<file path="src/rtl/traffic_phase_ctrl.sv">
// Traffic-light phase sequencer timed from a free-running 5-bit ripple counter.
// Define TLC_PED_EN to add the pedestrian request / walk-phase feature.
module traffic_phase_ctrl #(
   parameter int unsigned GRN_DUR = 20,
   parameter int unsigned YEL_DUR = 4,
   parameter int unsigned RED_DUR = 2
`ifdef TLC_PED_EN
   ,
   parameter int unsigned MIN_GRN = 5,
   parameter int unsigned PED_DUR = 8
`endif
) (
   input  logic       clk,
   input  logic       rst,
   input  logic [4:0] cnt_q,
   output logic       cnt_en,
   output logic       ns_red,
   output logic       ns_yel,
   output logic       ns_grn,
   output logic       ew_red,
   output logic       ew_yel,
   output logic       ew_grn,
   output logic [2:0] phase
`ifdef TLC_PED_EN
   ,
   input  logic       ped_req,
   output logic       ped_walk
`endif
);

   localparam int unsigned CW = 5;
   localparam logic [CW-1:0] GRN_T = CW'(GRN_DUR);
   localparam logic [CW-1:0] YEL_T = CW'(YEL_DUR);
   localparam logic [CW-1:0] RED_T = CW'(RED_DUR);
`ifdef TLC_PED_EN
   localparam logic [CW-1:0] MIN_T  = CW'(MIN_GRN);
   localparam logic [CW-1:0] WALK_T = CW'((PED_DUR > RED_DUR) ? PED_DUR : RED_DUR);
`endif

   typedef enum logic [2:0] {
      INIT = 3'd0,
      NS_G = 3'd1,
      NS_Y = 3'd2,
      AR1  = 3'd3,
      EW_G = 3'd4,
      EW_Y = 3'd5,
      AR2  = 3'd6
   } state_t;

   state_t        state;
   state_t        succ;
   logic [CW-1:0] s1, s2, s3;
   logic [CW-1:0] cnt_stb;
   logic [CW-1:0] start_cnt;
   logic [CW-1:0] elapsed;
   logic [CW-1:0] dur;
   logic          cut;
   logic          go;
   logic          in_grn;
   logic          to_ar;
`ifdef TLC_PED_EN
   logic          p1, p2, p3;
   logic          ped_rise;
   logic          ped_pend;
   logic          walk_arm;
`endif

   // Lamp pattern {ns_red, ns_yel, ns_grn, ew_red, ew_yel, ew_grn} for a state.
   function automatic logic [5:0] lamp_dec(input state_t s);
      case (s)
         NS_G:    lamp_dec = 6'b001_100;
         NS_Y:    lamp_dec = 6'b010_100;
         EW_G:    lamp_dec = 6'b100_001;
         EW_Y:    lamp_dec = 6'b100_010;
         default: lamp_dec = 6'b100_100;
      endcase
   endfunction

   assign phase   = state;
   assign elapsed = cnt_stb - start_cnt;
   assign in_grn  = (state == NS_G) || (state == EW_G);
   assign to_ar   = (succ == AR1) || (succ == AR2);
`ifdef TLC_PED_EN
   assign ped_rise = p2 & ~p3;
`endif

   // Successor state, phase duration and the advance condition.
   always_comb begin
      succ = AR2;
      dur  = RED_T;
      cut  = 1'b0;
      case (state)
         INIT: begin succ = AR2;  dur = '0;    end
         NS_G: begin succ = NS_Y; dur = GRN_T; end
         NS_Y: begin succ = AR1;  dur = YEL_T; end
         AR1:  begin succ = EW_G; dur = RED_T; end
         EW_G: begin succ = EW_Y; dur = GRN_T; end
         EW_Y: begin succ = AR2;  dur = YEL_T; end
         AR2:  begin succ = NS_G; dur = RED_T; end
         default: begin succ = AR2; dur = '0; end
      endcase
`ifdef TLC_PED_EN
      if (((state == AR1) || (state == AR2)) && ped_walk)
         dur = WALK_T;
      if (in_grn && ped_pend && (elapsed >= MIN_T))
         cut = 1'b1;
`endif
      go = (elapsed >= dur) || cut;
   end

   // Count capture, phase register and registered lamp outputs.
   always_ff @(posedge clk or posedge rst) begin
      if (rst) begin
         state     <= INIT;
         s1        <= '0;
         s2        <= '0;
         s3        <= '0;
         cnt_stb   <= '0;
         start_cnt <= '0;
         cnt_en    <= 1'b0;
         ns_red    <= 1'b1;
         ns_yel    <= 1'b0;
         ns_grn    <= 1'b0;
         ew_red    <= 1'b1;
         ew_yel    <= 1'b0;
         ew_grn    <= 1'b0;
`ifdef TLC_PED_EN
         p1        <= 1'b0;
         p2        <= 1'b0;
         p3        <= 1'b0;
         ped_pend  <= 1'b0;
         walk_arm  <= 1'b0;
         ped_walk  <= 1'b0;
`endif
      end else begin
         s1 <= cnt_q;
         s2 <= s1;
         s3 <= s2;
         // Only accept a count seen twice in a row, so ripple transients drop out.
         if (s2 == s3)
            cnt_stb <= s2;
         cnt_en <= 1'b1;
         if (go) begin
            state     <= succ;
            start_cnt <= cnt_stb;
            {ns_red, ns_yel, ns_grn, ew_red, ew_yel, ew_grn} <= lamp_dec(succ);
         end
`ifdef TLC_PED_EN
         p1 <= ped_req;
         p2 <= p1;
         p3 <= p2;
         if (go && to_ar) begin
            ped_walk <= walk_arm;
            walk_arm <= 1'b0;
         end else if (go) begin
            ped_walk <= 1'b0;
         end
         // A request seen by the end of green buys a walk in the next all-red.
         if (go && in_grn && (ped_pend || ped_rise)) begin
            walk_arm <= 1'b1;
            ped_pend <= 1'b0;
         end else if (ped_rise) begin
            ped_pend <= 1'b1;
         end
`else
         if (to_ar && in_grn) begin
         end
`endif
      end
   end

endmodule
</file>
<file path="config.mk">
export PLATFORM = sky130hd
export DESIGN_NAME = traffic_phase_ctrl
export DESIGN_NICKNAME = d
export VERILOG_FILES = /design/src/rtl/traffic_phase_ctrl.sv
export SDC_FILE = /design/constraint.sdc
export NUM_CORES = 1
export LEC_CHECK = 0
export BUFFER_PORTS_ARGS = -buffer_cell sky130_fd_sc_hd__buf_2
export CAP_MARGIN = 20
export CORE_MARGIN = 2
export CORE_UTILIZATION = 50
export DETAILED_ROUTE_END_ITERATION = 8
export GPL_TIMING_DRIVEN = 0
export PLACE_DENSITY = 0.76
export SLEW_MARGIN = 20
export SYNTH_ARGS = -nofsm -noshare
export SYNTH_HDL_FRONTEND = slang
export SYNTH_SLANG_ARGS = --single-unit
export TNS_END_PERCENT = 10
</file>
<file path="constraint.sdc">
create_clock -name clk -period 6.9 [get_ports clk]
set_input_delay 0.69 -clock clk [delete_from_list [all_inputs] [get_ports clk]]
set_output_delay 0.69 -clock clk [all_outputs]
set_load 0.02 [all_outputs]
</file>
# Yosys cells after proc, flatten, opt, wreduce, memory -nomap -nowiden
# Index checks and enable logic that the tools add are counted.
# word_totals
regBits	35
inputBits	7
elab_cells	32
# op_classes
addsub	1
magnitude_cmp	1
eq_ne	11
n_mux	3
reduce_logical	3
# op_table
cell	count
$pmux 6 s4	1
$eq 3x3->1 const B	5
$pmux 3 s5	1
$pmux 5 s3	1
$eq 3x2->1 const B	3
$eq 3x1->1 const B	2
$reduce_or 2->1	3
$eq 5x5->1	1
$ge 5x5->1	1
$sub 5x5->5	1

# Logic depth before layout (Yosys ltp)
# depth
ltp_word	4
ltp_mapped	12
mapped_depth_nobuf	11

# Worst setup path after synthesis
# Ideal clock, no wire load.
# synth_timing
path_kind	flip-flop to flip-flop
start	register cnt_stb[0]
end	register ew_grn
setup_ns	0.125
arrival_ns	2.619
path_slack_ns	4.156
stages_incl_launch_ff	13
path_buffers	1
period_less_slack_ns	2.744
path_cell_list	dfrtp_1 inv_1 ha_1 inv_1 fa_1 xor2_1 ha_1 nor2b_4 a311o_1 a21oi_2 o21ai_2 buf_6 mux2_4
# synth_via
elab_chain_cells	2
# synth_lines
item	line	text
start: declaration	53	logic [CW-1:0] cnt_stb;
start signal: assignment	118	cnt_stb <= '0;
start signal: assignment	141	cnt_stb <= s2;
$sub 5x5->5	80	assign elapsed = cnt_stb - start_cnt;
$ge 5x5->1	108	go = (elapsed >= dur) || cut;
end signal: assignment	146	{ns_red, ns_yel, ns_grn, ew_red, ew_yel, ew_grn} <= lamp_dec(succ);
end: declaration	22	output logic ew_grn,
# Every way passes these cells.
# A chain may end at the register's enable or synchronous reset.

# Worst setup path after layout
# layout_timing
start	register cnt_stb[0]
end	register ew_yel
# layout_via
elab_chain_cells	2
# layout_lines
item	line	text
$sub 5x5->5	80	
$ge 5x5->1	108	
end signal: assignment	146	
end: declaration	21	output logic ew_yel,
# Every way passes these cells.

==> summary.txt <==
Worst setup path
  – CP endpoint kind: flip-flop
  – Worst setup SP type: flip-flop
  – Crit Path Max Fanout: 10
  – CP required: ~7.1 ns
  – Crit path DAT: ~3.2 ns
  – CP Class: reg -> reg

Timing
  – Clk_skew: about 0.011 ns
  – Fin. max-slew vios: 0
  – Post-layout min period: 2.97 ns
  – Least-Margin Pin Slew: between 0.6 and 0.7 ns
  – Final TNS setup: 0 ns
  – Hold Vio Cnt, Final: 0
  – Max Clk Rate: between 300 and 400 MHz
  – Period utilization: 43.1%
  – Headroom to the max-slew limit: about 55%
  – Setup violators final: 0
  – RSZ-0062 raised after global routing: no

Clock network
  – Cts hold-fix bufs: 0
  – TritonCTS Buffers: 5
  – CTS tree: done
  – Clock sinks: 35
  – Clock Tree Root: clkbuf_4
  – H-tree depth: 2
  – CTS max path bufs: 2
  – Clk Latency, worst-skew pair: between 0.3 and 0.4 ns
  – Post-CTS setup buffers: 0
  – CTS-repair resized insts: 0
  – Worst-path clk slew: about 0.090 ns

Synth
  – Simple-gate area share of the yosys netlist: under 10%
  – Post-synthesis cell area: approximately 1500 sq um
  – Post-synthesis mux area share: between 10% and 20%
  – EDFF count, synth: 0
  – XOR/XNOR share of the synthesized area: ~5.7%
  – Synth Area in Compound Gates: under 10%
  – Seq/Total Area, Yosys: between 50% and 60%
  – Post-Syn Nets: about 130
  – Distinct cells, synth: 33
  – Share of async-settable or async-resettable flops after synthesis: 100%
  – Post-synthesis register bit count: 35
  – Mapped Cells: 111
  – Yosys warnings: 0
  – Largest family of logic cells by synthesized area: multiplexers
  – Syn_area_per_cell: ~14 sq um
  – Ys flop type: dfrtp_1
  – Adder-Cell Fraction of Synth Area: a little under 7%

Global route
  – Vias in the first global route: 910
  – First-pass GRT wire length: roughly 4000 microns
  – Grt ovf: 0
  – Largest net degree at the start of global routing: 36
  – Overall Global Routing Usage: about 16%
  – Initial antenna violation count: 0

Placement
  – Placed Instances: between 150 and 200
  – Final HPWL DP: around 1700 microns
  – Global placement routability congestion: 0.683
  – Count of input and output buffers: 16

Floorplan
  – IO Pins: 17
  – Die height: 59.6 microns
  – Core region area: 3000 sq um
  – Die width: approximately 60 microns
  – Die Area: ~3600 sq um
  – Cell Rows: 20
  – Starting Density: approximately 51%

Route
  – First-pass DRT Iterations: 3
  – DR DRC count: 0
  – Mean routed wirelength per cell: 13.2 microns
  – Starting DRT DRC Count: 21
  – Via count: about 870
  – WL final: 2220 microns
  – DR vias/cell: about 5.1
  – Antenna-violating nets left: 0

Finish
  – Non-filler cells, final: about 170
  – Commonest non-fill, non-tap cell in the layout: dfrtp_1
  – ANT cells: 0
  – Layout cell share with drive strength beyond 1: between 30% and 40%
  – Area growth from synthesis to layout: 11.7%
  – Most frequent cells in the layout: 33 x dfrtp_1, 16 x buf_2, 9 x mux2_2
  – Final nets: between 100 and 150

Worst hold path
  – Min-delay worst type: reg -> reg

Flow run
  – Max Cap Viol: 0

Run status
  – Status: finished clean
==> synth_stat cells (2+ instances only) <==
cell / number / area (sq um)
a21oi_2: 2 / 17.5
and2_1: 2 / 12.5
dfrtp_1: 33 / 826
dfstp_2: 2 / 52.6
ha_1: 7 / 87.6
inv_1: 9 / 33.8
mux2_2: 9 / 101
mux2_4: 8 / 120
nor2_1: 5 / 18.8
nor3_1: 3 / 15.0
xnor2_1: 4 / 35.0
xor2_1: 6 / 52.6
==> logic make-up after synthesis <==
kind of cell,Yosys count
AOI/OAI and AO/OA,10
other,1
xor gates and xnor gates,10
buffers and inverters,11
muxes,18
and+or+nand+nor,18
DFF,35
adders and majority gates,8
==> flip-flops by register name, indices dropped and copies added, names as in the netlist <==
register	cells
cnt_stb	5
s1	5
s2	5
s3	5
start_cnt	5
phase	3
cnt_en	1
ew_grn	1
ew_red	1
ew_yel	1
ns_grn	1
ns_red	1
ns_yel	1
==> worst max-delay path, cell delays in order (launching register included) <==
cell and delay [ns]:
dfrtp_1 0.41, inv_1 0.06, ha_1 0.17, inv_1 0.06
fa_1 0.40, xor2_1 0.18, ha_1 0.31, nor2b_4 0.13
a311o_1 0.32, a21oi_2 0.17, o21ai_2 0.13, buf_6 0.18
mux2_4 0.30
==> worst paths after layout <==
check	from	endpoint	slack (ns)	depth (start not counted)
max in group asynchronous	rst	s2[4]	6.01	2
setup reg to reg	cnt_stb[0]	ew_yel	3.93	12
setup / recovery	cnt_stb[0]	ew_yel	3.93	12
hold reg to reg	s1[2]	s2[2]	0.36	0
min in group asynchronous	rst	s3[0]	0.45	2
hold / removal	s1[2]	s2[2]	0.36	0
==> per-stage QoR <==
step | area [sq um] | utilization (%) | setup slack, ns | hold slack (ns)
6_report | 1730 | 57.5 | 3.93 | 0.356
5_1_grt | 1730 | 57.5 | 3.76 | 0.365
4_1_cts | 1730 | 57.5 | 3.92 | 0.358
3_5_place_dp | 1670 | 55.5 | 3.94 | 0.335
3_3_place_gp | 1670 | 55.5 | 4.01 | 0.332
2_1_floorplan | 1550 | - | 4.16 | 0.331
==> final cells by class <==
class                           instances  area [sq um]
Buffer                                  2          15.0
Clock inverter                          1          5.00
Clock buffer                            7          55.1
Fill cell                             258          1280
Multi-Input combinational cell         65           618
Tap cell                               33          41.3
Timing Repair Buffer                   16          80.1
Sequential cell                        35           878
Inverter                                9          33.8
==> layer usage <==
metal	vias up	wire [microns]	GRT usage, %
met1	426	970	19.1
met5	-	0	0
met4	0	48	8.57
met2	14	1100	25.4
met3	4	94	6.55
li1	421	-	-
Power is left out: the tool's default activity adds up to more than one toggle a clock period on the data nets, which glitch-free logic cannot reach.
